--- src/rtl/gpio_pkg.sv ---
// Shared constants for the AHB GPIO: register word offsets, HTRANS encodings
// and CTRL bit positions.
package gpio_pkg;

    localparam logic [2:0] REG_DATA    = 3'd0;
    localparam logic [2:0] REG_DIR     = 3'd1;
    localparam logic [2:0] REG_IE      = 3'd2;
    localparam logic [2:0] REG_IS      = 3'd3;
    localparam logic [2:0] REG_EDGE    = 3'd4;
    localparam logic [2:0] REG_CTRL    = 3'd5;
    localparam logic [2:0] REG_PERRCNT = 3'd6;

    localparam logic [1:0] HTRANS_IDLE   = 2'b00;
    localparam logic [1:0] HTRANS_BUSY   = 2'b01;
    localparam logic [1:0] HTRANS_NONSEQ = 2'b10;
    localparam logic [1:0] HTRANS_SEQ    = 2'b11;

    localparam int CTRL_PAR_EN  = 0;
    localparam int CTRL_PAR_ODD = 1;

endpackage

--- src/rtl/gpio_sync.sv ---
// Multi-flop synchroniser for asynchronous pad inputs.
module gpio_sync #(
    parameter int W      = 1,
    parameter int STAGES = 2
) (
    input  logic         clk,
    input  logic         rst,
    input  logic [W-1:0] d,
    output logic [W-1:0] q
);

    logic [W-1:0] chain [STAGES];

    always_ff @(posedge clk or posedge rst) begin
        if (rst) begin
            for (int i = 0; i < STAGES; i++) chain[i] <= '0;
        end else begin
            chain[0] <= d;
            for (int i = 1; i < STAGES; i++) chain[i] <= chain[i-1];
        end
    end

    assign q = chain[STAGES-1];

endmodule

--- src/rtl/ahb_gpio_param.sv ---
// Zero-wait-state AHB-Lite GPIO with per-bit direction, programmable parity
// on the pad word, parity-error counter and edge-triggered maskable interrupts.
module ahb_gpio_param
    import gpio_pkg::*;
#(
    parameter int DATA_W      = 16,
    parameter int SYNC_STAGES = 2,
    parameter int PERR_CNT_W  = 8
) (
    input  logic              HCLK,
    input  logic              HRESET,
    input  logic              HSEL,
    input  logic [31:0]       HADDR,
    input  logic [1:0]        HTRANS,
    input  logic              HWRITE,
    input  logic              HREADY,
    input  logic [31:0]       HWDATA,
    output logic              HREADYOUT,
    output logic [31:0]       HRDATA,
    input  logic [DATA_W:0]   GPIOIN,
    output logic [DATA_W:0]   GPIOOUT,
    output logic              PARITYERR,
    output logic              IRQ
);

    localparam int BLANK_W = $clog2(SYNC_STAGES + 2);
    localparam logic [BLANK_W-1:0] BLANK_RELOAD = BLANK_W'(SYNC_STAGES + 1);

    logic              addr_valid, dp_valid, dp_write;
    logic [2:0]        dp_addr;
    logic              wr_data, wr_dir, wr_ie, wr_is, wr_edge, wr_ctrl, wr_perr;
    logic [DATA_W-1:0] data_reg, dir_reg, ie_reg, is_reg, edge_reg, sync_prev;
    logic [DATA_W-1:0] data_next, dir_next, is_next, out_bits, rise, fall, edge_hit;
    logic [1:0]        ctrl_reg, ctrl_next;
    logic [DATA_W:0]   sync_in;
    logic [BLANK_W-1:0]    blank;
    logic [PERR_CNT_W-1:0] perr_cnt;
    logic              out_par, mismatch, perr_next;
    logic              unused_bits;

    assign unused_bits = ^{HADDR[31:5], HADDR[1:0], HWDATA[31:DATA_W]};
    assign HREADYOUT   = 1'b1;

    assign addr_valid = HSEL & HREADY & ((HTRANS == HTRANS_NONSEQ) || (HTRANS == HTRANS_SEQ));

    always_ff @(posedge HCLK or posedge HRESET) begin
        if (HRESET) begin
            dp_valid <= 1'b0;
            dp_write <= 1'b0;
            dp_addr  <= '0;
        end else begin
            dp_valid <= addr_valid;
            if (addr_valid) begin
                dp_write <= HWRITE;
                dp_addr  <= HADDR[4:2];
            end
        end
    end

    assign wr_data = dp_valid & dp_write & (dp_addr == REG_DATA);
    assign wr_dir  = dp_valid & dp_write & (dp_addr == REG_DIR);
    assign wr_ie   = dp_valid & dp_write & (dp_addr == REG_IE);
    assign wr_is   = dp_valid & dp_write & (dp_addr == REG_IS);
    assign wr_edge = dp_valid & dp_write & (dp_addr == REG_EDGE);
    assign wr_ctrl = dp_valid & dp_write & (dp_addr == REG_CTRL);
    assign wr_perr = dp_valid & dp_write & (dp_addr == REG_PERRCNT);

    gpio_sync #(.W(DATA_W + 1), .STAGES(SYNC_STAGES)) u_sync (
        .clk (HCLK),
        .rst (HRESET),
        .d   (GPIOIN),
        .q   (sync_in)
    );

    // Pad drive is computed from the post-write values so the output word and
    // its parity bit change on the same edge as the registers themselves.
    always_comb begin
        data_next = wr_data ? HWDATA[DATA_W-1:0] : data_reg;
        dir_next  = wr_dir  ? HWDATA[DATA_W-1:0] : dir_reg;
        ctrl_next = wr_ctrl ? HWDATA[1:0]        : ctrl_reg;
    end

    assign out_bits = data_next & dir_next;
    assign out_par  = ctrl_next[CTRL_PAR_EN] & ((^out_bits) ^ ctrl_next[CTRL_PAR_ODD]);

    assign rise     = sync_in[DATA_W-1:0] & ~sync_prev;
    assign fall     = ~sync_in[DATA_W-1:0] & sync_prev;
    assign edge_hit = (edge_reg & fall) | (~edge_reg & rise);
    // A fresh edge must survive a W1C landing in the same cycle.
    assign is_next  = (is_reg & ~(wr_is ? HWDATA[DATA_W-1:0] : '0)) | edge_hit;

    assign mismatch  = ctrl_reg[CTRL_PAR_EN] & ((^sync_in) ^ ctrl_reg[CTRL_PAR_ODD]);
    assign perr_next = mismatch & (blank == '0);

    always_ff @(posedge HCLK or posedge HRESET) begin
        if (HRESET) begin
            data_reg  <= '0;
            dir_reg   <= '0;
            ie_reg    <= '0;
            is_reg    <= '0;
            edge_reg  <= '0;
            ctrl_reg  <= '0;
            sync_prev <= '0;
            GPIOOUT   <= '0;
            IRQ       <= 1'b0;
            PARITYERR <= 1'b0;
            blank     <= BLANK_RELOAD;
            perr_cnt  <= '0;
        end else begin
            data_reg  <= data_next;
            dir_reg   <= dir_next;
            ctrl_reg  <= ctrl_next;
            is_reg    <= is_next;
            sync_prev <= sync_in[DATA_W-1:0];
            GPIOOUT   <= {out_par, out_bits};
            IRQ       <= |(is_reg & ie_reg);
            PARITYERR <= perr_next;
            if (wr_ie)   ie_reg   <= HWDATA[DATA_W-1:0];
            if (wr_edge) edge_reg <= HWDATA[DATA_W-1:0];
            // Looped-back pads need SYNC_STAGES+1 cycles to settle after a change.
            if (wr_ctrl || wr_data) blank <= BLANK_RELOAD;
            else if (blank != '0)   blank <= blank - BLANK_W'(1);
            if (wr_perr)
                perr_cnt <= '0;
            else if (perr_next && !PARITYERR && !(&perr_cnt))
                perr_cnt <= perr_cnt + PERR_CNT_W'(1);
        end
    end

    always_comb begin
        HRDATA = '0;
        if (dp_valid && !dp_write) begin
            case (dp_addr)
                REG_DATA:    HRDATA = 32'(sync_in[DATA_W-1:0]);
                REG_DIR:     HRDATA = 32'(dir_reg);
                REG_IE:      HRDATA = 32'(ie_reg);
                REG_IS:      HRDATA = 32'(is_reg);
                REG_EDGE:    HRDATA = 32'(edge_reg);
                REG_CTRL:    HRDATA = 32'(ctrl_reg);
                REG_PERRCNT: HRDATA = 32'(perr_cnt);
                default:     HRDATA = '0;
            endcase
        end
    end

endmodule

--- config.mk ---
export PLATFORM = sky130hd
export DESIGN_NAME = ahb_gpio_param
export DESIGN_NICKNAME = d
export VERILOG_FILES = /design/src/rtl/gpio_pkg.sv /design/src/rtl/gpio_sync.sv /design/src/rtl/ahb_gpio_param.sv
export SDC_FILE = /design/constraint.sdc
export NUM_CORES = 1
export LEC_CHECK = 0
export ABC_AREA = 0
export BUFFER_PORTS_ARGS = -buffer_cell sky130_fd_sc_hd__buf_2
export CAP_MARGIN = 0
export CORE_MARGIN = 1.5
export CORE_UTILIZATION = 25
export CTS_BUF_LIST = sky130_fd_sc_hd__clkbuf_16
export CTS_CLUSTER_DIAMETER = 120
export DETAILED_ROUTE_END_ITERATION = 12
export GPL_ROUTABILITY_DRIVEN = 0
export SKIP_LAST_GASP = 1
export SLEW_MARGIN = 20
export SYNTH_ARGS = -nofsm -noshare
export SYNTH_HDL_FRONTEND = slang
export SYNTH_SLANG_ARGS = --single-unit
--- constraint.sdc ---
create_clock -name HCLK -period 5.9 [get_ports HCLK]
set_input_delay 0.885 -clock HCLK [delete_from_list [all_inputs] [get_ports HCLK]]
set_output_delay 0.885 -clock HCLK [all_outputs]
set_load 0.02 [all_outputs]
==> Yosys cells after proc, flatten, opt, wreduce, memory -nomap -nowiden <==
Index checks and enable logic that the tools add are counted.
{ "word_totals": {"reg_bits": 166, "inputBits": 88, "wordCells": 82} }
{ "classes": {"bitwise_logic": 28, "mux": 10, "n_addsub": 2, "n_reduce_logical": 17, "eq_ne": 8} }
{ "op_table": {"columns": ["cell", "count"], "rows": [
  ["AND 16 bit", 7],
  ["one-hot mux 16 bit (7 select lines)", 1],
  ["2-to-1 mux 16 bit", 4],
  ["inverter 16 bit", 4],
  ["OR 16 bit", 2],
  ["parity 17 bit", 1],
  ["2-to-1 mux 8 bit", 2],
  ["OR reduction 16 bit", 1],
  ["parity 16 bit", 1],
  ["AND 1 bit", 13],
  ["== test 3 bit (second input constant)", 3],
  ["adder 8 x 1 -> 8 bit (second input constant)", 1],
  ["AND reduction 8 bit", 1],
  ["== test 3 x 2 -> 1 bit (second input constant)", 2],
  ["2-to-1 mux 2 bit", 3],
  ["nonzero test 2 bit", 3],
  ["== test 2 bit (second input constant)", 2],
  ["== test 3 x 1 -> 1 bit (second input constant)", 1],
  ["logical AND 1 bit", 3],
  ["logical NOT 1 bit", 3],
  ["logical NOT 3 bit", 1],
  ["logical NOT 2 bit", 1],
  ["logical OR 1 bit", 2],
  ["subtractor 2 x 1 -> 2 bit (second input constant)", 1],
  ["XOR 1 bit", 2]
]} }

==> Logic depth before layout (Yosys ltp) <==
{ "depth": {"ltp_word": 8, "ltp_mapped": 9} }

==> Modules after synthesis <==
A second synthesis with hierarchy kept.
{ "hier_totals": {"cells_unflattened": 628, "hier_area_um2": 7603.5} }
{ "modules_own_cells": {"columns": ["mod", "cells_each", "area_per_inst_um2", "n_inst"], "rows": [
  ["ahb_gpio_param", 576, 6621.4, 1],
  ["gpio_sync", 52, 982.2, 1]
]} }

==> Worst setup path before layout <==
No wires, ideal clock.
{ "synth_timing": {"kind": "reg2out", "startpoint": "register dp_addr[0]", "endpoint": "output port HRDATA[5]", "arrival_ns": 1.868, "stages_incl_launch_ff": 8, "setup_slack_ns": 3.147, "cell_sequence": "dfrtp_1 buf_4 buf_2 inv_1 clkbuf_1 nor2_1 a221oi_1 a211oi_1"} }
{ "synth_between": {"elab_chain_len": 3, "elab_cells_between_ends": 9, "cone_classes": "eq/ne (6); mux (2); reduce/logical (1)"} }
{ "synth_rtl": {"columns": ["element", "line_no", "source"], "rows": [
  ["start: declaration", "ahb_gpio_param.sv:30", "logic [2:0] dp_addr;"],
  ["start signal: assignment", "ahb_gpio_param.sv:55", "dp_addr <= HADDR[4:2];"],
  ["== test 3 bit (tied with other cells)", "ahb_gpio_param.sv:133", "case (dp_addr)"],
  ["one-hot mux 16 bit (7 select lines) *", "ahb_gpio_param.sv:133", null],
  ["2-to-1 mux 16 bit *", "ahb_gpio_param.sv:132", "if (dp_valid && !dp_write) begin"],
  ["end: declaration", "ahb_gpio_param.sv:19", "output logic [31:0] HRDATA,"]
]} }
Every way passes the cells marked *; elsewhere a longest branch is shown, timed or not.

==> Worst setup path after layout <==
{ "layout_timing": {"startpoint": "register dp_addr[0]", "endpoint": "output port HRDATA[15]"} }
The elaborated chain is that of the path after synthesis.

==> flow_summary.ini <==
[placement]
numPortBuffers = 76
post-place-ws_ps = 2380
dp_cells = 1100
dp_hpwl_um = 13800

[clock_network]
cts_tree = done
cts_buffers = 17
clock_latency_ps = 430
cts_root_buffer = clkbuf_16
cts_hold_buf = 0
ctsResizeCount = 0
htreeDepth = 4
cts_buffer_depth = 2
cts.sinks = 166
cts_setup_buffers = 0
clkTransAtPathRegs_ps = 70

[die]
dieHeight_um = 177
start_util_pct = 25.5
rows = 63
io_pins = 140
fp.dieW_um = 177
core_area_um2 = 29800
dieArea_um2 = 31500

[grt]
first_global_vias = 5123
grt_overflow = 0
grt_use_total_pct = 12.8
grt_pass1_wl_um = 30100
antenna_found_initial = 0
grt_max_degree = 71

[routing]
drtPass1Iterations = 5
vias = 5181
ant_nets = 0
wl_per_cell_um = 17.0
vias_per_cell = 4.58
drt-initial-drc-count = 361
wirelength_um = 19200
drc = 0

[final_layout]
fillers = 3079
syn_to_final_growth_pct = 18.0
drive_gt1_share_pct = 30.6
fin_cells = 1132
antenna_cells = 0
num-nets-final = 819

[setup_path]
cp-end-kind = primary output
crit_path_start_kind = flip-flop
critical_path_class = flip-flop to primary output
required_ps = 5020
arrival_ps = 3070
cp_max_fo = 17

[sta]
fmax_ghz = 0.253
worst_pin_slew_ps = 1020
skew_ps = 11.2
setup_tns_ps = 0
finalSetupViolCount = 0
slew_viol_final = 0
hold-worst-slack_ps = 344
min_period_over_period_pct = 67.1
period_needed_ps = 3960
max_slew_margin_pct = 32.1
setup_ws_ps = 1940
hold_viol = 0
rsz0062_at_grt = false

[logic_synthesis]
synth_cells = 651
synthAdderAreaFrac_pct = 0.329
synthDominantCellAreaShare_pct = 54.0
synthMuxAreaShare_pct = 16.2
synth.distinct_cells = 49
synth_edf_count = 0
avgSynthCellArea_um2 = 11.7
synthFlopType = dfrtp_1
async_reset_ff_share_pct = 100
synth-simple-area-share_pct = 11.1
syn_area_um2 = 7600
synth_compound_area_share_pct = 8.97
synth_xor_area_share_pct = 5.23
yosysSeqAreaShare_pct = 54.7
synthTopCellsByCount = dfrtp_1, mux2_2, nand2_1, nor2_1, xnor2_1
synth.area.top_cells = dfrtp_1, mux2_2, nand2_1, xnor2_1, nor2_1
synth_seq_cells = 166
yosysWarnings = 0
synth_top_family_by_area = multiplexers
yosys.area.top_type = dfrtp_1
yosysMostFrequentCell = dfrtp_1

[run_status]
status = completed

[job]
maxCapViolCount = 0

[power_and_ir_drop]
power_leakage_nw = 4.02
powerDensity_nw_per_um2 = 373
peakVddDrop_mv = 0.217
finalPower_mw = 3.35

[min_path]
hold_class = flip-flop to flip-flop
area by class of cell:
cell class              count  area (µm²)  area share [%]
well taps                 390         488            5.44
inverters                   8        35.0           0.390
clock buffers              17         425            4.74
clock inverters            15         169            1.88
multi-input cells         452        3260            36.3
flip-flops and latches    166        4160            46.3
repair buffers             84         440            4.91
worst paths after layout:
kind	startpoint	to	slack [ps]	depth (start not counted)
worst min register to register	u_sync.chain[30]$_DFF_PP0_	u_sync.q[13]$_DFF_PP0_	340	0
worst max-delay path	dp_addr[0]$_DFFE_PP0P_	HRDATA[15]	1940	6
max in group asynchronous	HRESET	dir_reg[5]$_DFF_PP0_	4190	3
min in group asynchronous	HRESET	u_sync.chain[27]$_DFF_PP0_	550	2
worst max register to register	dp_addr[0]$_DFFE_PP0P_	GPIOOUT[16]$_DFF_PP0_	2580	8
worst min-delay path	u_sync.chain[30]$_DFF_PP0_	u_sync.q[13]$_DFF_PP0_	340	0
cells in the final DEF (no fill, tap or decap), types with 3 or more instances in the layout:
cell type	n
o211ai_1	11
mux2_2	92
nand3_1	16
mux2i_1	12
a22o_1	6
inv_6	7
or3_1	4
a22oi_1	16
inv_1	7
conb_1	17
clkbuf_16	17
a221oi_1	5
a221o_1	5
o221a_2	6
xnor2_1	26
a21oi_1	20
buf_2	76
mux4_2	3
a32o_1	3
nand2_1	90
nor2_1	55
buf_4	8
nand4_1	3
o21ai_0	18
xnor3_1	3
dfrtp_1	164
xor2_1	8
nand2b_1	7
report_power, final:
group,switching (mW),internal (mW)
clock,0.494,0.634
sequential,0.191,1.33
combinational,0.337,0.370
total,1.02,2.33
worst max-delay path: stages (launching register included):
cell     delay, ps
dfrtp_1        660
inv_1          440
nand2_1        180
nor2_1         610
a22oi_1        190
a21oi_1        330
buf_2          240
cell families (layout without fill, tap and decap cells):
group | count (synthesis) | in the layout
and+or+nand+nor | 190 | 190
DFF | 166 | 166
muxes | 108 | 108
AOI/OAI and AO/OA | 96 | 96
buffers and inverters | 48 | 124
xor gates and xnor gates | 39 | 39
adders and majority gates | 2 | 2
other | 2 | 17
stage by stage:
stage	util, %	area (µm²)
global placement	28.1	8380
CTS	30.1	8970
detailed placement	28.1	8380
global route	30.1	8970
floorplan	-	7660
finish	30.1	8970
per-layer routing:
metal	track usage, %	share of wire [%]	wire length (µm)
met2	19.8	46	8880
met5	0	0	0
met3	3.32	5.4	1030
met4	3.85	1.9	361
met1	17.6	47	8940
Note: power is estimated with default switching activity, not from simulation.
